[src/rtl/vga_pkg.sv]
// Shared types and constants for the VGA pixel fetch path.
// The fetch FSM encoding is visible on the fetch_state debug port.
package vga_pkg;

    typedef enum logic [2:0] {
        IDLE  = 3'd0,
        REQ   = 3'd1,
        WAIT  = 3'd2,
        DONE  = 3'd3,
        DRAIN = 3'd4
    } fetch_state_t;

    localparam int H_ACTIVE_DEF = 640;
    localparam int V_ACTIVE_DEF = 480;
    localparam int PIX_PER_WORD = 4;
    localparam int PIX_W        = 8;
    localparam int WORD_W       = PIX_PER_WORD * PIX_W;

    // Number of SRAM words that hold one full frame of packed pixels.
    function automatic int frame_words(input int h_active, input int v_active);
        return (h_active * v_active) / PIX_PER_WORD;
    endfunction

endpackage

[src/rtl/vga_word_fifo.sv]
// Small synchronous word FIFO with a synchronous flush and a combinational head.
// DEPTH must be a power of two so the pointers wrap naturally.
module vga_word_fifo #(
    parameter int WIDTH = 32,
    parameter int DEPTH = 8
) (
    input  logic                   clk,
    input  logic                   nrst,
    input  logic                   push_i,
    input  logic                   pop_i,
    input  logic                   flush_i,
    input  logic [WIDTH-1:0]       wdata_i,
    output logic [WIDTH-1:0]       head_o,
    output logic [$clog2(DEPTH):0] count_o,
    output logic                   empty_o,
    output logic                   full_o
);

    localparam int AW = $clog2(DEPTH);
    localparam logic [AW-1:0] PTR_ONE = AW'(1);
    localparam logic [AW:0]   CNT_ONE = (AW + 1)'(1);
    localparam logic [AW:0]   CNT_MAX = (AW + 1)'(DEPTH);

    logic [WIDTH-1:0] mem_q [DEPTH];
    logic [AW-1:0]    wr_ptr_q;
    logic [AW-1:0]    rd_ptr_q;
    logic [AW:0]      count_q;
    logic             do_push;
    logic             do_pop;

    assign empty_o = (count_q == '0);
    assign full_o  = (count_q == CNT_MAX);
    assign count_o = count_q;
    assign head_o  = mem_q[rd_ptr_q];

    assign do_push = push_i && !full_o;
    assign do_pop  = pop_i && !empty_o;

    // NOTE: sequential state is written with <= so every register samples pre-edge values.
    always_ff @(posedge clk or negedge nrst) begin
        if (!nrst) begin
            wr_ptr_q <= '0;
            rd_ptr_q <= '0;
            count_q  <= '0;
        end else if (flush_i) begin
            wr_ptr_q <= '0;
            rd_ptr_q <= '0;
            count_q  <= '0;
        end else begin
            if (do_push) wr_ptr_q <= wr_ptr_q + PTR_ONE;
            if (do_pop)  rd_ptr_q <= rd_ptr_q + PTR_ONE;
            case ({do_push, do_pop})
                2'b10:   count_q <= count_q + CNT_ONE;
                2'b01:   count_q <= count_q - CNT_ONE;
                default: count_q <= count_q;
            endcase
        end
    end

    // NOTE: storage is deliberately not reset; count_q alone decides which entries are live.
    always_ff @(posedge clk) begin
        if (do_push && !flush_i) mem_q[wr_ptr_q] <= wdata_i;
    end

endmodule

[src/rtl/vga_pixel_fetch.sv]
// Prefetches framebuffer words from SRAM into a word FIFO and hands them to the
// VGA stage one byte-wide pixel per pixel_req, restarting on every frame_start.
module vga_pixel_fetch
    import vga_pkg::*;
#(
    parameter logic [31:0] BASE_ADDR  = 32'h0000_0000,
    parameter int          H_ACTIVE   = H_ACTIVE_DEF,
    parameter int          V_ACTIVE   = V_ACTIVE_DEF,
    parameter int          FIFO_DEPTH = 8
) (
    input  logic        clk,
    input  logic        nrst,
    input  logic        frame_start,
    input  logic        pixel_req,
    output logic [7:0]  pixel_data,
    output logic        pixel_valid,
    output logic        underflow,
    output logic        sram_rd_en,
    output logic [31:0] sram_addr,
    input  logic        sram_busy,
    input  logic [31:0] sram_rdata,
    output logic [2:0]  fetch_state
);

    localparam int FRAME_WORDS = frame_words(H_ACTIVE, V_ACTIVE);
    // One extra code so the counter can sit at FRAME_WORDS without wrapping.
    localparam int WCNT_W = $clog2(FRAME_WORDS + 1);
    localparam int CNT_W  = $clog2(FIFO_DEPTH) + 1;
    localparam int BIDX_W = $clog2(PIX_PER_WORD);

    localparam logic [WCNT_W-1:0] FRAME_WORDS_C = WCNT_W'(FRAME_WORDS);
    localparam logic [WCNT_W-1:0] WCNT_ONE      = WCNT_W'(1);
    localparam logic [CNT_W-1:0]  FIFO_DEPTH_C  = CNT_W'(FIFO_DEPTH);
    localparam logic [BIDX_W-1:0] LAST_BYTE     = BIDX_W'(PIX_PER_WORD - 1);
    localparam logic [BIDX_W-1:0] BIDX_ONE      = BIDX_W'(1);

    fetch_state_t      state_q, state_d;
    logic [WCNT_W-1:0] word_cnt_q, word_cnt_d;
    logic [BIDX_W-1:0] byte_idx_q, byte_idx_d;
    logic              underflow_q, underflow_d;

    logic              fifo_push;
    logic              fifo_pop;
    logic [WORD_W-1:0] fifo_head;
    logic [CNT_W-1:0]  fifo_count;
    logic              fifo_empty;
    logic              fifo_full;

    vga_word_fifo #(
        .WIDTH (WORD_W),
        .DEPTH (FIFO_DEPTH)
    ) u_fifo (
        .clk     (clk),
        .nrst    (nrst),
        .push_i  (fifo_push),
        .pop_i   (fifo_pop),
        .flush_i (frame_start),
        .wdata_i (sram_rdata),
        .head_o  (fifo_head),
        .count_o (fifo_count),
        .empty_o (fifo_empty),
        .full_o  (fifo_full)
    );

    always_ff @(posedge clk or negedge nrst) begin
        if (!nrst) begin
            state_q     <= IDLE;
            word_cnt_q  <= '0;
            byte_idx_q  <= '0;
            underflow_q <= 1'b0;
        end else begin
            state_q     <= state_d;
            word_cnt_q  <= word_cnt_d;
            byte_idx_q  <= byte_idx_d;
            underflow_q <= underflow_d;
        end
    end

    // Fetch FSM: one read outstanding at a time, issued only when a FIFO slot is free.
    always_comb begin
        // NOTE: every signal driven here gets a default first, so no latch can be inferred.
        state_d    = state_q;
        word_cnt_d = word_cnt_q;
        fifo_push  = 1'b0;

        if (frame_start) begin
            word_cnt_d = '0;
            // A read still in flight must be absorbed before the next frame's first request.
            state_d    = (state_q == WAIT || state_q == DRAIN) ? DRAIN : IDLE;
        end else begin
            unique case (state_q)
                IDLE: begin
                    if (word_cnt_q == FRAME_WORDS_C) begin
                        state_d = DONE;
                    end else if (fifo_count < FIFO_DEPTH_C) begin
                        state_d = REQ;
                    end
                end
                REQ: state_d = WAIT;
                WAIT: begin
                    if (!sram_busy) begin
                        fifo_push  = !fifo_full;
                        word_cnt_d = word_cnt_q + WCNT_ONE;
                        state_d    = IDLE;
                    end
                end
                DONE: state_d = DONE;
                DRAIN: begin
                    if (!sram_busy) begin
                        word_cnt_d = '0;
                        state_d    = IDLE;
                    end
                end
                default: state_d = IDLE;
            endcase
        end
    end

    // Pixel unpack: little-endian bytes, head word popped after its last byte.
    always_comb begin
        byte_idx_d  = byte_idx_q;
        underflow_d = underflow_q;
        fifo_pop    = 1'b0;

        if (frame_start) begin
            byte_idx_d  = '0;
            underflow_d = 1'b0;
        end else if (pixel_req) begin
            if (!fifo_empty) begin
                byte_idx_d = byte_idx_q + BIDX_ONE;
                fifo_pop   = (byte_idx_q == LAST_BYTE);
            end else begin
                underflow_d = 1'b1;
            end
        end
    end

    assign pixel_valid = !fifo_empty;
    assign pixel_data  = fifo_empty ? '0 : fifo_head[{byte_idx_q, 3'b000} +: PIX_W];
    assign underflow   = underflow_q;
    assign sram_rd_en  = (state_q == REQ);
    assign sram_addr   = sram_rd_en ? (BASE_ADDR + 32'(word_cnt_q)) : '0;
    assign fetch_state = state_q;

endmodule

[config.mk]
export PLATFORM = sky130hd
export DESIGN_NAME = vga_pixel_fetch
export DESIGN_NICKNAME = d
export VERILOG_FILES = /design/src/rtl/vga_pkg.sv /design/src/rtl/vga_word_fifo.sv /design/src/rtl/vga_pixel_fetch.sv
export SDC_FILE = /design/constraint.sdc
export NUM_CORES = 1
export LEC_CHECK = 0
export CELL_PAD_IN_SITES_DETAIL_PLACEMENT = 1
export CELL_PAD_IN_SITES_GLOBAL_PLACEMENT = 2
export CORE_MARGIN = 2
export CORE_UTILIZATION = 42
export CTS_CLUSTER_SIZE = 20
export DETAILED_ROUTE_END_ITERATION = 12
export PLACE_DENSITY_LB_ADDON = 0.1
export SYNTH_ARGS = -nofsm -noshare
export SYNTH_HDL_FRONTEND = slang
export SYNTH_SLANG_ARGS = --single-unit
[constraint.sdc]
create_clock -name clk -period 8.25 [get_ports clk]
set_input_delay 2.475 -clock clk [delete_from_list [all_inputs] [get_ports clk]]
set_output_delay 2.475 -clock clk [all_outputs]
set_load 0.02 [all_outputs]
# [Word level (Yosys, flattened, before mapping)]
# Memory sizes are Yosys's and may differ from the RTL's.
# Cells that the tools add are included.
[totals] n_memories=1 word_cells=82 reg_bits=33 inputBits=37 output_inout_bits=46 mem_bits_rw=256
[op_classes] mux=32 eq_ne=14 addsub=6 order_cmp=1 shift=1 reduce_logical=20
[memory_table] memory="u_fifo.mem_q" depth=8 word_bits=32 rd=1 rd_clocked_by_memory_dff=0 wr=1 line_no="vga_word_fifo.sv:24" source="logic [WIDTH-1:0] mem_q [DEPTH];"
[ops] cell="2-to-1 mux 17 bit" count=4
[ops] cell="one-hot mux 17 bit (2 select lines)" count=1
[ops] cell="variable part select 32 x 6 -> 8 bit" count=1
[ops] cell="2-to-1 mux 3 bit" count=9
[ops] cell="adder 17 x 1 -> 17 bit, second input constant" count=1
[ops] cell="== test 17 bit, second input constant" count=1
[ops] cell="one-hot mux 3 bit (4 select lines)" count=1
[ops] cell="2-to-1 mux 1 bit" count=11
[ops] cell="inequality test 3 bit, second input constant" count=3
[ops] cell="2-to-1 mux 8 bit" count=1
[ops] cell="one-hot mux 4 bit (2 select lines)" count=1
[ops] cell="nonzero test 2 bit" count=4
[ops] cell="adder 3 x 1 -> 3 bit, second input constant" count=2
[ops] cell="== test 3 x 2 -> 1 bit, second input constant" count=2
[ops] cell="2-to-1 mux 2 bit" count=3
[ops] cell="AND reduction 2 bit" count=3
[ops] cell="nonzero test 3 bit" count=2
[ops] cell="adder 4 x 1 -> 4 bit, second input constant" count=1
[ops] cell="== test 2 bit, second input constant" count=2
[ops] cell="== test 4 bit, second input constant" count=1
[ops] cell="zero test 4 bit" count=1
[ops] cell="< comparator 4 bit, second input constant" count=1
[ops] cell="2-to-1 mux 4 bit" count=1
[ops] cell="inequality test 4 bit, second input constant" count=1
[ops] cell="12 further kinds" count=16

# [Depth between registers and ports, before layout]
[logic_depth] word_depth=9 mapped_depth=12 ltp_nobuf=11

# [Hierarchy]
# Synthesis repeated with hierarchy kept, for this count alone.
[hier_totals] cells_unflattened=646 hier_area_um2=12130.4
[by_module_without_submodules] module="vga_word_fifo" n_inst=1 area_each_um2=10287.4 cells_each=447 seq_area_each_um2=7937.6
[by_module_without_submodules] module="vga_pixel_fetch" n_inst=1 area_each_um2=1843.0 cells_each=199 seq_area_each_um2=575.6

# [Worst setup path after synthesis]
# OpenSTA, ideal clock, no wires.
[synth_path] path_type="in2reg" from="input frame_start" to="memory u_fifo.mem_q[0][0] (enable)" path_slack_ps=1594 required_time_ps=7748 arrival_ps=6155 setup_ps=502 path_buffers=0 path_stages=3 path_cell_list="nor4_4 -> nand3_2 -> nor4_1"
[synth_via] elab_chain_len=5 elab_cells_between_ends=6 cone_classes="mux (3); reduce/logical (3)"
[synth_rtl] item="from (decl)" line_no="vga_pixel_fetch.sv:13" source="input logic frame_start,"
[synth_rtl] item="2-to-1 mux 1 bit" line_no="vga_pixel_fetch.sv:86" source="if (frame_start) begin"
[synth_rtl] item="logical AND 1 bit" line_no="vga_word_fifo.sv:36" source="assign do_push = push_i && !full_o;"
[synth_rtl] item="logical AND 1 bit *" line_no="vga_word_fifo.sv:62" source="if (do_push && !flush_i) mem_q[wr_ptr_q] <= wdata_i;"
[synth_rtl] item="2-to-1 mux 1 bit *" line_no="vga_word_fifo.sv:62"
[synth_rtl] item="2-to-1 mux 1 bit (implied by the code) *" line_no="vga_word_fifo.sv:62"
[synth_rtl] item="to (decl)" line_no="vga_word_fifo.sv:24"
# Mark *: on every way between the ends. The rest lies on a longest branch, timed or not.

# [Worst setup path after layout]
[layout_path] from="register u_fifo.rd_ptr_q[1]" to="output pixel_data[1]"
[layout_via] elab_chain_len=3
[layout_rtl] item="from (decl)" line_no="vga_word_fifo.sv:26" source="logic [AW-1:0] rd_ptr_q;"
[layout_rtl] item="from (signal assigned)" line_no="vga_word_fifo.sv:51" source="if (do_pop) rd_ptr_q <= rd_ptr_q + PTR_ONE;"
[layout_rtl] item="memory (8 x 32 bit)"
[layout_rtl] item="variable part select 32 x 6 -> 8 bit" line_no="vga_pixel_fetch.sv:139" source="assign pixel_data = fifo_empty ? '0 : fifo_head[{byte_idx_q, 3'b000} +: PIX_W];"
[layout_rtl] item="2-to-1 mux 8 bit" line_no="vga_pixel_fetch.sv:139"
[layout_rtl] item="to (decl)" line_no="vga_pixel_fetch.sv:15" source="output logic [7:0] pixel_data,"
# Every way passes these cells.

==> results by group <==
Status
  – Run status: finished clean

STA
  – Slew margin rel.: 0.1874
  – Slew Limit Fails: 0
  – RSZ-0062 raised after global routing: false
  – F_max: 0.1598 GHz
  – Clock Skew: 0.01270 ns
  – Aggregate negative setup slack: 0 ns
  – Smallest setup slack after layout: 1.992 ns
  – Final clock period utilization by the worst path: 0.7585
  – Slew of the pin with the lowest slew margin: 1.219 ns
  – Final count of negative-setup-slack endpoints: 0
  – Number of endpoints with negative hold slack in the final report: 0
  – Min cycle time layout: 6.258 ns

Min path
  – Hold crit path type: reg -> reg

Routing
  – Number of vias per cell: 5.514
  – Number of remaining DRC errors: 0
  – Drt first-iter violations: 386
  – Initial DRT Pass Iterations: 4
  – Routed wirelength normalized by instance count: 22.98 um
  – Wire length after detailed routing: 27,170 um
  – Number of antenna-violating nets in the routed design: 0
  – Total vias in the final route: 6,517

Final layout
  – Proportion of layout cells with a drive suffix above 1: 0.1754
  – Top library cells by usage in the layout, fill and taps aside: 256 x edfxtp_1, 67 x clkdlybuf4s50_1, 45 x mux4_2, 35 x clkbuf_16, 31 x dfrtp_1
  – Post-route cell area: 14,210 sq um
  – Antenna diode instance count: 0
  – Net total in the final layout: 819
  – Area growth from synthesis to final layout: 17.39%
  – Layout Utilization: 0.4977
  – Commonest non-fill, non-tap cell in the layout: edfxtp_1
  – Count of filler cells inserted in the layout: 2,722

Worst setup path
  – Instance count on the critical path: 6
  – Depth of the worst register-to-register path: 4
  – Worst Setup EP: pixel_data[1]
  – Highest net fanout along the worst path: 57
  – Worst flop-to-flop path startpoint: fetch_state[2]$_DFFE_PN0P_
  – Peak per-stage delay on the critical path: 1.07 ns
  – Critical path origin: u_fifo.rd_ptr_q[1]$_DFFE_PN0P_
  – Cell with the biggest individual delay on the critical path: dfrtp_4
  – CP cell instances: buf_4 > mux4_1 > nor2b_1 > a211oi_1 > nor4_1 > clkdlybuf4s50_1
  – Cell family contributing the most delay on the critical path: flip-flops
  – Crit. End Element: output pin
  – Critical Path Start Type: flop
  – R2R setup slack: 4.82 ns
  – WP buf/inv: 2
  – Crit path required time: 5.78 ns
  – Critical register-to-register path endpoint: u_fifo.mem_q[7][10]$_DFFE_PP_
  – Arrival time worst endpoint: 3.78 ns
  – Setup Crit Path Kind: reg -> out

Logic synthesis
  – Post-synthesis sequential area ratio: 0.7033
  – Post-synthesis register bit count: 289
  – Post-Syn Instances: 699
  – Synthesis Warnings: 0
  – Distinct cell type count after synthesis: 55
  – Per-instance average area after synthesis: 17.32 sq um
  – Number of synthesized flops with an enable pin: 256
  – Top_reg_cell synth: edfxtp_1
  – Post-synthesis cell area: 12,100 sq um
  – Share of synthesized flip-flops with an asynchronous set or reset: 0.1142

Placement
  – Pre-CTS setup slack: 1.831 ns
  – Placement-stage cell area: 13,120 sq um
  – Sum of net half-perimeters after detailed placement: 16,500 um
  – Gp weighted congestion: 0.7490
  – Port Buffers: 67

Clock network
  – Buffer count from post-CTS setup fixing: 0
  – Clk pin slew, worst setup/hold paths: 0.06 ns
  – CTS-repair resized insts: 0
  – TritonCTS sink count: 289
  – Clock insertion delay at the later pin of the skew report: 0.50 ns
  – Total number of H-tree levels: 2
  – Clock buffer count from CTS: 34
  – Cts-stage hold buffer count: 0
  – CTS Root Cell: clkbuf_16
  – CTS tree: built
  – Buffer depth of the longest clock path: 3

Global routing
  – Maximum number of pins on one net before global-route repair: 58
  – GR peak layer: met2
  – Global-route track usage on met3: 0.02982
  – Total congestion overflow: 0
  – Met2 Resource Use GR: 0.3292
  – Number of antenna violations at the first check in global routing: 0
  – M1 GR Usage: 0.2365
  – Via count of the first global-routing pass: 7,142
  – Overall fraction of global-route tracks in use: 0.1848
  – Wire length of the first global-routing pass: 42,630 um

Pwr
  – Ratio of total power to cell area: 228.6 nW/um^2
  – Leakage power: 4.549 nW
  – VDD IR max: 0.0001772 V

Die
  – Total Die Area: 30,190 sq um
  – Starting utilization of the core area: 0.4240
  – Standard-cell rows: 62
  – Chip Height: 173.8 um
  – IO Count: 83
  – Core Footprint: 28,550 sq um
  – Chip Width: 173.8 um

Job
  – Max-cap viol count: 0
[synthesized netlist by cell type, types with 6 or more instances]
library cell | count | area share
mux2_2 | 18 | 0.017
a211oi_1 | 15 | 0.0093
buf_4 | 19 | 0.012
nand4_1 | 8 | 0.0041
ha_1 | 7 | 0.0072
o31ai_1 | 7 | 0.0043
o22ai_1 | 10 | 0.0052
edfxtp_1 | 256 | 0.64
mux4_2 | 45 | 0.084
nand2_1 | 20 | 0.0062
a22o_1 | 7 | 0.0051
nor2_1 | 27 | 0.0084
and2_1 | 15 | 0.0078
inv_1 | 6 | 0.0019
a221o_1 | 6 | 0.0050
a21oi_1 | 9 | 0.0037
nor2b_1 | 17 | 0.0088
buf_2 | 8 | 0.0033
mux2i_1 | 23 | 0.019
nor4_1 | 11 | 0.0057
nor3_1 | 8 | 0.0033
dfrtp_1 | 33 | 0.068
o21ai_0 | 30 | 0.012
clkbuf_1 | 17 | 0.0053
nand3_1 | 13 | 0.0054
[metal layers]
metal | vias up | share of wire
li1 | 2948 | -
met1 | 3396 | 0.43
met2 | 140 | 0.52
met3 | 33 | 0.041
met4 | 0 | 0.014
met5 | - | 0
[area by class of cell]
class                           instances  area, sq um  area share
Multi-Input combinational cell        365         3336      0.2348
Tap cell                              384        480.5     0.03381
Timing Repair Buffer                   79        760.7     0.05354
Sequential cell                       289         8518      0.5995
Inverter                                6        22.52    0.001585
Clock inverter                         18        192.7     0.01356
Clock buffer                           41        898.4     0.06323
[how the worst min path moves through the flow]
stage | start | end | slack (ns) | cells past startpoint
6_report | underflow$_DFFE_PN0P_ | underflow$_DFFE_PN0P_ | 0.49 | 2
4_1_cts | underflow$_DFFE_PN0P_ | underflow$_DFFE_PN0P_ | 0.50 | 2
5_1_grt | underflow$_DFFE_PN0P_ | underflow$_DFFE_PN0P_ | 0.52 | 2
2_1_floorplan | word_cnt_q[16]$_DFFE_PN0P_ | word_cnt_q[16]$_DFFE_PN0P_ | 0.45 | 1
3_5_place_dp | underflow$_DFFE_PN0P_ | underflow$_DFFE_PN0P_ | 0.49 | 2
3_3_place_gp | underflow$_DFFE_PN0P_ | underflow$_DFFE_PN0P_ | 0.48 | 2
[logic make-up after synthesis]
logic type / count (synthesis) / share of synthesized area
xor+xnor: 7 / 0.005065
other cells: 1 / 0.0003098
simple gates: 143 / 0.06719
flops: 289 / 0.7033
buf+inv: 59 / 0.02946
fa+ha+maj: 7 / 0.007236
compound gates: 102 / 0.05706
mux: 91 / 0.1303
[flip-flops by register name (all words and copies together), names as in the netlist]
name / flops
byte_idx_q: 2
fetch_state: 3
u_fifo.count_o: 4
u_fifo.mem_q: 256
u_fifo.rd_ptr_q: 3
u_fifo.wr_ptr_q: 3
underflow: 1
word_cnt_q: 17
[stage by stage]
| stage | power (mW) | hold WS (ns) | cells |
|---|---|---|---|
| after global routing | 3.363 | 0.5172 | 1182 |
| after CTS | 3.290 | 0.5043 | 1182 |
| after detailed placement | 1.828 | 0.4908 | 1123 |
| after floorplan | 1.748 | 0.4508 | 713 |
| after global placement | 1.819 | 0.4833 | 1123 |
| final | 3.248 | 0.4942 | 1182 |
[power by group]
group	switching (mW)	internal (mW)	total, mW
registers	0.0248	1.61	1.64
logic	0.0973	0.0611	0.158
clock network	0.555	0.899	1.45
[worst register-to-register path, stage by stage (launching register included)]
cell     delay (ns)
dfrtp_1        0.52
nor4_4         0.43
and2_1         0.60
nand3_1        0.47
nor2_4         1.00
(Power assumes the default switching activity.)
